`src/rtl/ngv_halfbridge_drv.sv`:
```
// Half-bridge gate driver: non-overlapping high/low gate enables with dead time, min-on time,
// and a latched fault. Optional 16-bit gate-entry counter is enabled by NGV_DRV_EDGE_CNT_EN.
module ngv_halfbridge_drv #(
    parameter int unsigned DEAD_CYC   = 16,
    parameter int unsigned MIN_ON_CYC = 8,
    parameter int unsigned CNT_W      = 8
) (
    input  logic        clk,
    input  logic        rst,
    input  logic        en,
    input  logic        phase_in,
    input  logic        fault,
    input  logic        fault_clr,
    output logic        hs_out,
    output logic        ls_out,
    output logic        fault_latched,
    output logic        busy
`ifdef NGV_DRV_EDGE_CNT_EN
    ,
    output logic [15:0] edge_cnt
`endif
);

    localparam logic [2:0] ST_OFF   = 3'd0;
    localparam logic [2:0] ST_DEAD  = 3'd1;
    localparam logic [2:0] ST_HIGH  = 3'd2;
    localparam logic [2:0] ST_LOW   = 3'd3;
    localparam logic [2:0] ST_FAULT = 3'd4;

    localparam logic [CNT_W-1:0] DEAD_LD = CNT_W'(DEAD_CYC - 1);
    localparam logic [CNT_W-1:0] MIN_LD  = CNT_W'(MIN_ON_CYC - 1);

    if ((DEAD_CYC == 0) || (64'(DEAD_CYC) >= (64'd1 << CNT_W))) begin : gen_bad_dead
        $error("DEAD_CYC must be in 1..2^CNT_W-1");
    end
    if ((MIN_ON_CYC == 0) || (64'(MIN_ON_CYC) >= (64'd1 << CNT_W))) begin : gen_bad_min_on
        $error("MIN_ON_CYC must be in 1..2^CNT_W-1");
    end

    logic             ph_meta;
    logic             ph_s;
    logic [2:0]       state_q;
    logic [2:0]       state_d;
    logic [CNT_W-1:0] cnt_q;
    logic [CNT_W-1:0] cnt_d;

    always_ff @(posedge clk) begin
        if (rst) begin
            ph_meta <= 1'b0;
            ph_s    <= 1'b0;
        end else begin
            ph_meta <= phase_in;
            ph_s    <= ph_meta;
        end
    end

    always_comb begin
        state_d = state_q;
        cnt_d   = cnt_q;
        if (fault) begin
            state_d = ST_FAULT;
            cnt_d   = '0;
        end else if (state_q == ST_FAULT) begin
            if (fault_clr) begin
                state_d = ST_OFF;
                cnt_d   = '0;
            end
        end else if (!en) begin
            // Turning off needs no dead time: both gates simply drop.
            state_d = ST_OFF;
            cnt_d   = '0;
        end else begin
            case (state_q)
                ST_OFF: begin
                    state_d = ST_DEAD;
                    cnt_d   = DEAD_LD;
                end
                ST_DEAD: begin
                    if (cnt_q == '0) begin
                        state_d = ph_s ? ST_HIGH : ST_LOW;
                        cnt_d   = MIN_LD;
                    end else begin
                        cnt_d = cnt_q - CNT_W'(1);
                    end
                end
                ST_HIGH: begin
                    if (cnt_q != '0) begin
                        cnt_d = cnt_q - CNT_W'(1);
                    end else if (!ph_s) begin
                        state_d = ST_DEAD;
                        cnt_d   = DEAD_LD;
                    end
                end
                ST_LOW: begin
                    if (cnt_q != '0) begin
                        cnt_d = cnt_q - CNT_W'(1);
                    end else if (ph_s) begin
                        state_d = ST_DEAD;
                        cnt_d   = DEAD_LD;
                    end
                end
                default: begin
                    state_d = ST_OFF;
                    cnt_d   = '0;
                end
            endcase
        end
    end

    // Outputs are registered from the next state so they equal a decode of state_q.
    always_ff @(posedge clk) begin
        if (rst) begin
            state_q       <= ST_OFF;
            cnt_q         <= '0;
            hs_out        <= 1'b0;
            ls_out        <= 1'b0;
            busy          <= 1'b0;
            fault_latched <= 1'b0;
        end else begin
            state_q       <= state_d;
            cnt_q         <= cnt_d;
            hs_out        <= (state_d == ST_HIGH);
            ls_out        <= (state_d == ST_LOW);
            busy          <= (state_d == ST_DEAD);
            fault_latched <= (state_d == ST_FAULT);
        end
    end

`ifdef NGV_DRV_EDGE_CNT_EN
    logic gate_entry;
    logic fault_entry;

    assign gate_entry  = (state_q == ST_DEAD) && ((state_d == ST_HIGH) || (state_d == ST_LOW));
    assign fault_entry = (state_d == ST_FAULT) && (state_q != ST_FAULT);

    always_ff @(posedge clk) begin
        if (rst || fault_entry) begin
            edge_cnt <= 16'h0000;
        end else if (gate_entry) begin
            edge_cnt <= edge_cnt + 16'h0001;
        end
    end
`endif

endmodule

```
`config.mk`:
```
export PLATFORM = sky130hd
export DESIGN_NAME = ngv_halfbridge_drv
export DESIGN_NICKNAME = d
export VERILOG_FILES = /design/src/rtl/ngv_halfbridge_drv.sv
export SDC_FILE = /design/constraint.sdc
export NUM_CORES = 1
export LEC_CHECK = 0
export BUFFER_PORTS_ARGS = -buffer_cell sky130_fd_sc_hd__buf_2
export CORE_UTILIZATION = 50
export DETAILED_ROUTE_END_ITERATION = 10
export GPL_ROUTABILITY_DRIVEN = 0
export PLACE_DENSITY = 0.76
export SETUP_SLACK_MARGIN = 0.5
export SLEW_MARGIN = 20
export SYNTH_ARGS = -nofsm -noshare
export SYNTH_HDL_FRONTEND = slang
export SYNTH_SLANG_ARGS = --single-unit
```
`constraint.sdc`:
```
create_clock -name clk -period 2.4 [get_ports clk]
set_input_delay 0.24 -clock clk [delete_from_list [all_inputs] [get_ports clk]]
set_output_delay 0.24 -clock clk [all_outputs]
set_load 0.1 [all_outputs]
```
==> impl_metrics.yaml <==
layout:
  drive_gt1_share_pct: 26.85
  fin_area_um2: 993.5
  mostFrequentLayoutCells: "dfxtp_1, nor2_1, buf_2, inv_1"
  ff_latch_area_um2: 340.3
  fill_cells: 135
  num_antenna_cells: 0
  fin_nets: 116
  multi_input_area_um2: 526.8
  final_common_cell: "dfxtp_1"
  syn_to_final_growth_pct: 11.99
clock_tree:
  cts_tree: "yes"
  h-tree-depth: 1
  cts_hold_buf: 0
  cts_root_buffer: "clkbuf_4"
  numCtsBuffers: 3
  clk_path_buf_depth: 2
  clk_latency_ps: 300
  cts.sinks: 17
  clkTransAtPathRegs_ps: 100
setup_path:
  path_delay_family: "simple AND/OR/NAND/NOR gates"
  critPathSlowestCell: "or4b_4"
  critPathKind: "register to register"
  crit_buf_inv: 1
  crit_fanout: 5
  cp-end-kind: "register"
  cpPeakStageDelay_ps: 520
  crit_required_ps: 2610
  critPathLaunchType: "register"
  arrival_ps: 2010
  path_cells: "inv_1 -> ha_2 -> or4b_4 -> nor2_4 -> nor2_1 -> a2111oi_2"
power:
  p_leak_nw: 0.4179
  power_per_cell_area_nw_per_um2: 555.6
  ir_drop_uv: 448.2
routing:
  firstDrtPassIters: 4
  ant_nets: 0
  routed_wl_mm: 1.796
  drt_drc_violations_left: 0
  via_count: 764
  first_iter_violations: 24
  avgViaCountPerCell: 6.161
  post_drt_wl_per_cell_um: 14.48
logic_synthesis:
  synth_cell_type_count: 44
  syn_inst: 95
  ys_ff_latch: 17
  ys_async_sr_fraction_pct: 0
  synth_area_leader_cell: "dfxtp_1"
  yosysSeqAreaShare_pct: 38.36
  syn-num-nets: 102
  synthesis.area_um2: 887.1
  synth_edf_count: 0
  yosys-top-cells-area: "dfxtp_1, nor2_1, a22o_1, nor4b_4, nor3_1"
  synth_top_area_share_pct: 38.36
  yosysWarningCount: 0
  avgSynthCellArea_um2: 9.338
  ys.flop_type: "dfxtp_1"
floorplan:
  initial_core_util_pct: 56.27
  chipHeight_um: 44.12
  core_area_um2: 1577
  dieArea_um2: 1947
  die_x_um: 44.12
  ioPinCount: 10
  row_count: 14
timing:
  finalHoldViolations: 0
  rsz0062_at_grt: "no"
  finalCritPeriodShare_pct: 74.88
  layout_min_cycle_time_ps: 1797
  tightest_slew_ps: 485.2
  clock.fmax_mhz: 556.4
  finalSetupViolCount: 0
  slew_headroom_pct: 67.88
  finalClockSkew_ps: 8.538
  tns_ps: 0
  slew_viol_final: 0
global_route:
  grt_max_degree: 11
  grt_overflow: 0
  grt_pass1_vias: 669
  grt_pass1_wl_mm: 2.932
  antenna_found_initial: 0
  grt_usage_pct: 20.97
placement:
  numPortBuffers: 9
  dpl.hpwl_mm: 1.275
  post_dp_cell_area_um2: 940.9
worst_hold_path:
  hold_path.class: "input port to register"
run:
  cap_viol_max_count: 0
outcome:
  outcome: "finished clean"
-- flip-flops by register name (all words and copies together) (netlist names) --
name           cells
hs_out             1
ph_meta            1
ph_s               1
fault_latched      1
state_q            3
cnt_q              8
busy               1
ls_out             1
-- synth_stat cells, types with 2 or more instances --
| cell type | n |
|---|---|
| a21boi_1 | 2 |
| a21o_1 | 2 |
| a31oi_1 | 3 |
| nor3_1 | 4 |
| nor2_1 | 9 |
| nand3_1 | 3 |
| dfxtp_1 | 17 |
| nor2b_1 | 2 |
| xor2_1 | 2 |
| and2_1 | 2 |
| nand2_1 | 2 |
| or2_2 | 2 |
| inv_1 | 5 |
| nand2b_1 | 2 |
| o21ai_0 | 4 |
| or3_1 | 2 |
| a22o_1 | 3 |
| a21oi_1 | 3 |
-- cells by family (layout without fill, tap and decap cells) --
kind of cell	Yosys count	in the layout	synth area share (%)
and+or+nand+nor	40	40	30.18
AOI/OAI and AO/OA	27	27	23.70
DFF	17	17	38.36
buffers and inverters	7	20	3.385
xor gates and xnor gates	3	3	2.962
adders and majority gates	1	1	1.410
-- layer usage --
| layer | routed length, µm | GRT usage [%] |
|---|---|---|
| met1 | 836 | 26.72 |
| met2 | 820 | 32.06 |
| met3 | 89 | 3.673 |
| met4 | 48 | 14.55 |
| met5 | 0 | 0 |
-- path summary, 6_finish.rpt --
path	end	slack [ps]	start	cells past startpoint
worst max-delay path	ls_out	600	cnt_q[0]	6
worst min register to register	ph_s	450	ph_meta	1
worst min-delay path	ph_meta	140	phase_in	2
worst max register to register	ls_out	600	cnt_q[0]	6
-- layout make-up --
type	count	share of cell area, %
timing repair buffer	11	6.045
multi-input combinational	71	53.02
sequential	17	34.26
inverter	5	1.889
tap	16	2.015
clock buffer	3	2.267
clock inverter	1	0.5038
-- repair_timing --
| item | CTS | global route |
|---|---|---|
| gates resized for setup | 0 | 2 |
| setup endpoints to repair | 0 | 8 |
| setup buffers | 0 | 2 |
-- report_power, final --
group	internal, W	total [W]	switching, W
Combinational	0.0000389	0.0000935	0.0000546
Sequential	0.000290	0.000300	0.0000101
Clock	0.0000622	0.000158	0.0000960
Total	0.000391	0.000552	0.000161
-- through the flow --
step | total power, W | hold slack, ps | std cells | util [%] | worst slack [ps]
6_report | 0.0005519 | 139.6 | 124 | 63.02 | 602.8
5_1_grt | 0.0005777 | 136.3 | 124 | 63.02 | 511.0
4_1_cts | 0.0005513 | 134.3 | 122 | 61.43 | 560.3
3_5_place_dp | 0.0003921 | 431.0 | 118 | 59.68 | 586.7
3_3_place_gp | 0.0003901 | 417.5 | 118 | 59.68 | 643.6
2_1_floorplan | 0.0003727 | 311.6 | 95 | - | 737.6
No activity file was read; power rests on OpenSTA's default activity.
